### src/rtl/uart_image_ctrl_pkg.sv
// Shared types for the UART image controller.
// State encoding as seen on state_o, plus default bus widths.
package uart_image_ctrl_pkg;

  localparam int ADDR_W_DEF = 16;
  localparam int DATA_W_DEF = 8;

  typedef enum logic [2:0] {
    S_LOAD      = 3'd0,
    S_HOST      = 3'd1,
    S_DUMP_RD   = 3'd2,
    S_DUMP_LAT  = 3'd3,
    S_DUMP_TX   = 3'd4,
    S_DUMP_WAIT = 3'd5
  } state_e;

endpackage

### src/rtl/uart_image_ctrl_if.sv
// RAM port bundle between the image controller and an external RAM.
// master: drives ram_addr/ram_wdata/ram_we, reads ram_rdata (1-cycle read).
interface uart_image_ctrl_if
  import uart_image_ctrl_pkg::*;
#(
  parameter int ADDR_W = ADDR_W_DEF,
  parameter int DATA_W = DATA_W_DEF
) ();

  logic [ADDR_W-1:0] ram_addr;
  logic [DATA_W-1:0] ram_wdata;
  logic              ram_we;
  logic [DATA_W-1:0] ram_rdata;

  modport master (
    output ram_addr, ram_wdata, ram_we,
    input  ram_rdata
  );

  modport slave (
    input  ram_addr, ram_wdata, ram_we,
    output ram_rdata
  );

endinterface

### src/rtl/uart_image_dumper.sv
// Dump sequencer: read RAM byte, wait latency, hand to UART TX, wait done.
// Ports: start_i/abort_i control, base_i/len_i, rdata_i, tx_*, state_o, fin_o.
module uart_image_dumper
  import uart_image_ctrl_pkg::*;
#(
  parameter int ADDR_W = ADDR_W_DEF,
  parameter int DATA_W = DATA_W_DEF
) (
  input  logic              clk,
  input  logic              rst_n,
  input  logic              start_i,
  input  logic              abort_i,
  input  logic [ADDR_W-1:0] base_i,
  input  logic [ADDR_W:0]   len_i,
  input  logic [DATA_W-1:0] rdata_i,
  input  logic              tx_done_i,
  output logic              tx_start_o,
  output logic [DATA_W-1:0] tx_byte_o,
  output logic [ADDR_W-1:0] rd_addr_o,
  output state_e            state_o,
  output logic              fin_o
);

  state_e            state_q;
  logic [ADDR_W-1:0] rd_addr_q;
  logic [ADDR_W:0]   rd_rem_q;
  logic [DATA_W-1:0] tx_byte_q;
  logic              tx_start_q;
  logic              last;

  assign last = rd_rem_q == (ADDR_W+1)'(1);

  assign fin_o = (state_q == S_DUMP_WAIT) && tx_done_i
              && last && !abort_i;

  assign tx_start_o = tx_start_q;
  assign tx_byte_o  = tx_byte_q;
  assign rd_addr_o  = rd_addr_q;
  assign state_o    = state_q;

  // S_HOST doubles as the idle state of this sequencer.
  always_ff @(posedge clk or negedge rst_n) begin
    if (!rst_n) begin
      state_q    <= S_HOST;
      rd_addr_q  <= '0;
      rd_rem_q   <= '0;
      tx_byte_q  <= '0;
      tx_start_q <= 1'b0;
    end else begin
      tx_start_q <= 1'b0;
      if (abort_i) begin
        state_q <= S_HOST;
      end else begin
        unique case (state_q)
          S_HOST: begin
            if (start_i) begin
              rd_addr_q <= base_i;
              rd_rem_q  <= len_i;
              if (len_i != '0) state_q <= S_DUMP_RD;
            end
          end
          S_DUMP_RD:  state_q <= S_DUMP_LAT;
          S_DUMP_LAT: state_q <= S_DUMP_TX;
          S_DUMP_TX: begin
            tx_byte_q  <= rdata_i;
            tx_start_q <= 1'b1;
            state_q    <= S_DUMP_WAIT;
          end
          S_DUMP_WAIT: begin
            if (tx_done_i) begin
              rd_addr_q <= rd_addr_q + 1'b1;
              rd_rem_q  <= rd_rem_q - 1'b1;
              state_q   <= last ? S_HOST : S_DUMP_RD;
            end
          end
          default: state_q <= S_HOST;
        endcase
      end
    end
  end

endmodule

### src/rtl/uart_image_ctrl.sv
// UART image controller: load image bytes to RAM, host access, dump results.
// Ports: clk/rst_n, rx_*, tx_*, ram bus (master), ext_*, control, status.
module uart_image_ctrl
  import uart_image_ctrl_pkg::*;
#(
  parameter int ADDR_W  = ADDR_W_DEF,
  parameter int DATA_W  = DATA_W_DEF,
  parameter int IMG_LEN = 65536
) (
  input  logic              clk,
  input  logic              rst_n,
  input  logic              rx_valid_i,
  input  logic [DATA_W-1:0] rx_byte_i,
  output logic              tx_start_o,
  output logic [DATA_W-1:0] tx_byte_o,
  input  logic              tx_done_i,
  uart_image_ctrl_if.master ram,
  input  logic [ADDR_W-1:0] ext_addr_i,
  input  logic [DATA_W-1:0] ext_wdata_i,
  input  logic              ext_we_i,
  input  logic              load_restart_i,
  input  logic              dump_start_i,
  input  logic [ADDR_W-1:0] dump_base_i,
  input  logic [ADDR_W:0]   dump_len_i,
  output logic              load_done_o,
  output logic              dump_done_o,
  output logic              overrun_o,
  output logic [2:0]        state_o
);

  localparam logic [ADDR_W-1:0] LAST = ADDR_W'(IMG_LEN - 1);

  // state_q holds S_LOAD, S_HOST or S_DUMP_RD; the latter means the
  // dumper owns the sequence and reports the fine-grained phase.
  state_e            state_q;
  logic [ADDR_W-1:0] wr_cnt_q;
  logic              load_done_q;
  logic              dump_done_q;
  logic              overrun_q;
  logic              dump_go;
  logic              dump_fin;
  logic              dumping;
  logic [ADDR_W-1:0] rd_addr;
  state_e            dstate;

  assign dumping = state_q == S_DUMP_RD;
  assign dump_go = (state_q == S_HOST) && dump_start_i
                && !load_restart_i;

  uart_image_dumper #(
    .ADDR_W (ADDR_W),
    .DATA_W (DATA_W)
  ) u_dumper (
    .clk        (clk),
    .rst_n      (rst_n),
    .start_i    (dump_go),
    .abort_i    (load_restart_i),
    .base_i     (dump_base_i),
    .len_i      (dump_len_i),
    .rdata_i    (ram.ram_rdata),
    .tx_done_i  (tx_done_i),
    .tx_start_o (tx_start_o),
    .tx_byte_o  (tx_byte_o),
    .rd_addr_o  (rd_addr),
    .state_o    (dstate),
    .fin_o      (dump_fin)
  );

  always_ff @(posedge clk or negedge rst_n) begin
    if (!rst_n) begin
      state_q     <= S_LOAD;
      wr_cnt_q    <= '0;
      load_done_q <= 1'b0;
      dump_done_q <= 1'b0;
      overrun_q   <= 1'b0;
    end else if (load_restart_i) begin
      state_q     <= S_LOAD;
      wr_cnt_q    <= '0;
      load_done_q <= 1'b0;
      dump_done_q <= 1'b0;
      overrun_q   <= 1'b0;
    end else begin
      if (rx_valid_i && state_q != S_LOAD) overrun_q <= 1'b1;
      unique case (state_q)
        S_LOAD: begin
          if (rx_valid_i) begin
            wr_cnt_q <= wr_cnt_q + 1'b1;
            if (wr_cnt_q == LAST) begin
              load_done_q <= 1'b1;
              state_q     <= S_HOST;
            end
          end
        end
        S_HOST: begin
          if (dump_go) begin
            dump_done_q <= dump_len_i == '0;
            if (dump_len_i != '0) state_q <= S_DUMP_RD;
          end
        end
        default: begin
          if (dump_fin) begin
            dump_done_q <= 1'b1;
            state_q     <= S_HOST;
          end
        end
      endcase
    end
  end

  // RAM port mux; forced to zero while reset is held.
  always_comb begin
    ram.ram_addr  = '0;
    ram.ram_wdata = '0;
    ram.ram_we    = 1'b0;
    if (rst_n) begin
      unique case (state_q)
        S_LOAD: begin
          ram.ram_addr  = wr_cnt_q;
          ram.ram_wdata = rx_byte_i;
          ram.ram_we    = rx_valid_i;
        end
        S_HOST: begin
          ram.ram_addr  = ext_addr_i;
          ram.ram_wdata = ext_wdata_i;
          ram.ram_we    = ext_we_i;
        end
        default: ram.ram_addr = rd_addr;
      endcase
    end
  end

  assign load_done_o = load_done_q;
  assign dump_done_o = dump_done_q;
  assign overrun_o   = overrun_q;
  assign state_o     = dumping ? dstate : state_q;

endmodule

### src/flat_wrapper.sv
// flat-port wrapper written by rule: the top's interface ports become plain ports
module uart_image_ctrl_flat import uart_image_ctrl_pkg::*;
#(
  parameter int ADDR_W  = ADDR_W_DEF,
  parameter int DATA_W  = DATA_W_DEF,
  parameter int IMG_LEN = 65536
)
  (clk, rst_n, rx_valid_i, rx_byte_i, tx_start_o, tx_byte_o, tx_done_i, ext_addr_i, ext_wdata_i, ext_we_i, load_restart_i, dump_start_i, dump_base_i, dump_len_i, load_done_o, dump_done_o, overrun_o, state_o, ram_ram_addr, ram_ram_wdata, ram_ram_we, ram_ram_rdata);
  uart_image_ctrl_if #(.ADDR_W(ADDR_W), .DATA_W(DATA_W)) ram_i ();
  input  logic clk;
  input  logic rst_n;
  input  logic rx_valid_i;
  input  logic [DATA_W-1:0] rx_byte_i;
  output logic tx_start_o;
  output logic [DATA_W-1:0] tx_byte_o;
  input  logic tx_done_i;
  input  logic [ADDR_W-1:0] ext_addr_i;
  input  logic [DATA_W-1:0] ext_wdata_i;
  input  logic ext_we_i;
  input  logic load_restart_i;
  input  logic dump_start_i;
  input  logic [ADDR_W-1:0] dump_base_i;
  input  logic [ADDR_W:0] dump_len_i;
  output logic load_done_o;
  output logic dump_done_o;
  output logic overrun_o;
  output logic [2:0] state_o;
  output wire logic [$bits(ram_i.ram_addr)-1:0] ram_ram_addr;
  output wire logic [$bits(ram_i.ram_wdata)-1:0] ram_ram_wdata;
  output wire logic [$bits(ram_i.ram_we)-1:0] ram_ram_we;
  input wire logic [$bits(ram_i.ram_rdata)-1:0] ram_ram_rdata;
  assign ram_ram_addr = ram_i.ram_addr;
  assign ram_ram_wdata = ram_i.ram_wdata;
  assign ram_ram_we = ram_i.ram_we;
  assign ram_i.ram_rdata = ram_ram_rdata;
  uart_image_ctrl #(.ADDR_W(ADDR_W), .DATA_W(DATA_W), .IMG_LEN(IMG_LEN)) u_core (.clk(clk), .rst_n(rst_n), .rx_valid_i(rx_valid_i), .rx_byte_i(rx_byte_i), .tx_start_o(tx_start_o), .tx_byte_o(tx_byte_o), .tx_done_i(tx_done_i), .ram(ram_i), .ext_addr_i(ext_addr_i), .ext_wdata_i(ext_wdata_i), .ext_we_i(ext_we_i), .load_restart_i(load_restart_i), .dump_start_i(dump_start_i), .dump_base_i(dump_base_i), .dump_len_i(dump_len_i), .load_done_o(load_done_o), .dump_done_o(dump_done_o), .overrun_o(overrun_o), .state_o(state_o));
endmodule
### config.mk
export PLATFORM = sky130hd
export DESIGN_NAME = uart_image_ctrl_flat
export DESIGN_NICKNAME = d
export VERILOG_FILES = /design/src/rtl/uart_image_ctrl_pkg.sv /design/src/rtl/uart_image_ctrl_if.sv /design/src/rtl/uart_image_dumper.sv /design/src/rtl/uart_image_ctrl.sv /design/src/flat_wrapper.sv
export SDC_FILE = /design/constraint.sdc
export NUM_CORES = 1
export LEC_CHECK = 0
export BUFFER_PORTS_ARGS = -buffer_cell sky130_fd_sc_hd__buf_2
export CAP_MARGIN = 20
export CORE_MARGIN = 3
export CORE_UTILIZATION = 48
export CTS_CLUSTER_SIZE = 16
export DETAILED_ROUTE_END_ITERATION = 12
export GPL_ROUTABILITY_DRIVEN = 0
export PLACE_DENSITY = 0.76
export SYNTH_ARGS = -nofsm -noshare
export SYNTH_HDL_FRONTEND = slang
export SYNTH_SLANG_ARGS = --single-unit
### constraint.sdc
create_clock -name clk -period 2 [get_ports clk]
set_input_delay 0.3 -clock clk [delete_from_list [all_inputs] [get_ports clk]]
set_output_delay 0.3 -clock clk [all_outputs]
set_load 0.01 [all_outputs]
==> flow_summary.ini <==
[setup_path]
path_delay_family = flip-flops
crit_path_end_kind = output pin
ff2ff_path_depth = 6
crit_arrival_ns = 1.65
worst-path-buf-inv = 2
timing_worst_setup_path_type = flop to output pin
timing.critical_path.cells = bufbuf_16, o211ai_1, o211a_1, buf_2
cpPeakStageDelay_ns = 0.47
worst-path-max-fanout = 16
worst_ep_required_time_ns = 1.70
crit_path_start_kind = flop
critical_path_cell_count = 4
cp_slowest_cell = dfrtp_2

[sta]
timing.final.crit_share = 0.976
timing.final.max_slew_violations = 0
final-setup-viol-count = 0
report.final.hold_viol_count = 0
timing.fmax_ghz = 0.512
min_period_ns = 1.95
slew-limit-headroom = 0.601
worst-slew-pin-transition_ns = 0.594
worst_hold_slack_ns = 0.199
grt_setup_unrepaired = true
final.setup_skew_ns = 0.0158

[placed_design]
placedInstanceArea_mm2 = 0.00510
port_buffers = 119
detailed_place_hpwl_um = 9020

[synthesis]
synth_top_area_frac = 0.373
netlist.top_cell.by_area = dfrtp_1
synth_flop_cell = dfrtp_1
yosys_register_bits = 66
ys_types = 71
synth_edf_count = 0
seq_area_frac_synth = 0.379
post_synth_inst_count = 494
async_flop_share = 1.00
syn_area_per_cell_um2 = 8.83
syn-num-nets = 578
synth-warning-count = 0
synth.area.top_cells = dfrtp_1, mux2i_1, a21oi_1, o211a_1, nand2_1
synth.cell_area_mm2 = 0.00436

[final_layout]
final_area_mm2 = 0.00536
layout.cells.most_common = buf_2
area.sequential_mm2 = 0.00165
antenna-diode-count = 0
drive_gt1_frac = 0.301
fillers = 747
num-nets-final = 691
most-common-layout-cells = buf_2, dfrtp_1, a21oi_1
multi_input_area_mm2 = 0.00248
area_delta_synth_final_pct = 22.9

[routing]
vias = 4500
wl_um = 12700
remaining_drc_errors = 0
drt-wirelength-per-cell_um = 17.6
postRouteAntennaNets = 0
initialDrtViolationCount = 256
drt_first_pass_iters = 5
post_drt_via_cell_ratio = 6.25

[flow_run]
max_cap_viol_count = 0

[global_routing]
grt_antenna_before_repair = 0
grt_pass1_wl_um = 20000
globalRouteTotalUtil = 0.242
grt_max_degree = 45
globalRoute.totalOverflow = 0
grt_pass1_vias = 4156

[clocking]
clockRootBuffer = clkbuf_8
cts-htree-levels = 3
clkTransAtPathRegs_ns = 0.07
insertion_delay_ns = 0.34
cts_inserted_buffers = 9
tritoncts = built
cts-root-to-sink-buffers = 2
clock-sinks = 66

[die]
die-height_um = 101
initial_util = 0.498
width_of_the_die_um = 101
placementRows = 34
fp.dieArea_mm2 = 0.0103
placeableCoreArea_mm2 = 0.00876
top_level_i_o_count = 120

[worst_hold_path]
holdPathStages = 2
hold_path_class = input port to flop

[status]
outcome = completed

[power_and_ir_drop]
totalPowerFinal_mw = 2.90
power.ir.vdd_worst_v = 0.000353
static-leakage-power_nw = 2.61
power.density_cell_area_mw_per_mm2 = 541
==> per-layer routing <==
metal / up-vias / share of wire / global-route usage
met3: 29 / 0.083 / 0.0420
met4: 0 / 0.025 / 0.0859
met1: 2148 / 0.40 / 0.306
met5: - / 0 / 0
met2: 232 / 0.49 / 0.418
li1: 2091 / - / -
==> cell type report <==
class,instances,share of cell area
sequential,66,0.308
multi-input combinational,371,0.463
tap,108,0.0252
timing repair buffer,141,0.157
clock buffer,11,0.0245
inverter,18,0.0126
clock inverter,5,0.0103
==> cell families after synthesis <==
family | Yosys count | share of synthesized area
simple gates | 165 | 0.205
buf+inv | 57 | 0.0548
xor+xnor | 7 | 0.0141
flops | 66 | 0.379
fa+ha+maj | 4 | 0.0115
compound gates | 161 | 0.255
mux | 34 | 0.0809
==> metrics by stage <==
step                        TNS (ns)  std cells  utilization  setup slack (ns)
after floorplan                    0        494            -             0.180
after global placement             0        700        0.582             0.279
after detailed placement           0        700        0.582             0.192
after CTS                 -0.0000845        718        0.608        -0.0000845
after global routing        -0.00740        720        0.612          -0.00740
final                              0        720        0.612            0.0474
==> final timing paths <==
path                                              startpoint                       endpoint  slack (ns)
worst max-delay path                       u_core.state_q[0]               ram_ram_addr[10]        0.05
worst min-delay path                        ram_ram_rdata[4]   u_core.u_dumper.tx_byte_o[4]        0.20
max in group asynchronous                              rst_n              u_core.state_q[0]        0.79
worst min register to register  u_core.u_dumper.tx_byte_o[6]   u_core.u_dumper.tx_byte_o[6]        0.51
min in group asynchronous                              rst_n  u_core.u_dumper.rd_addr_o[10]        0.37
worst max register to register   u_core.u_dumper.rd_rem_q[0]   u_core.u_dumper.rd_rem_q[16]        0.08
==> cells in the mapped netlist, drive strengths merged, types with 9 or more instances <==
cell and number:
dfrtp 65, a21oi 41, nand2 40, nor2 40
o21ai 29, mux2i 24, clkbuf 22, inv 18
nand3 18, buf 17, o211a 17, o22ai 14
nand4 11, and3 10, mux2 10, nor3 9
nor4 9
==> registers in the layout, summed over array words and instances (netlist names) <==
signal	flops
u_core.dump_done_o	1
u_core.wr_cnt_q	16
u_core.u_dumper.state_o	3
u_core.load_done_o	1
u_core.overrun_o	1
u_core.u_dumper.rd_rem_q	17
u_core.u_dumper.tx_byte_o	8
u_core.u_dumper.tx_start_o	1
u_core.state_q	2
u_core.u_dumper.rd_addr_o	16
==> power breakdown <==
group	internal, mW	leakage (nW)	switching [mW]
Sequential	1.38	0.859	0.0695
Combinational	0.159	1.67	0.180
Clock	0.573	0.0893	0.535
Total	2.12	2.61	0.785
==> what timing repair did <==
action,4_1_cts,5_1_grt
hold endpoints to repair,9,0
buffers inserted,0,2
hold buffers,1,0
resized for setup,2,5
endpoints found under the setup margin,15,16
gates cloned,1,0
(Power assumes the default switching activity.)
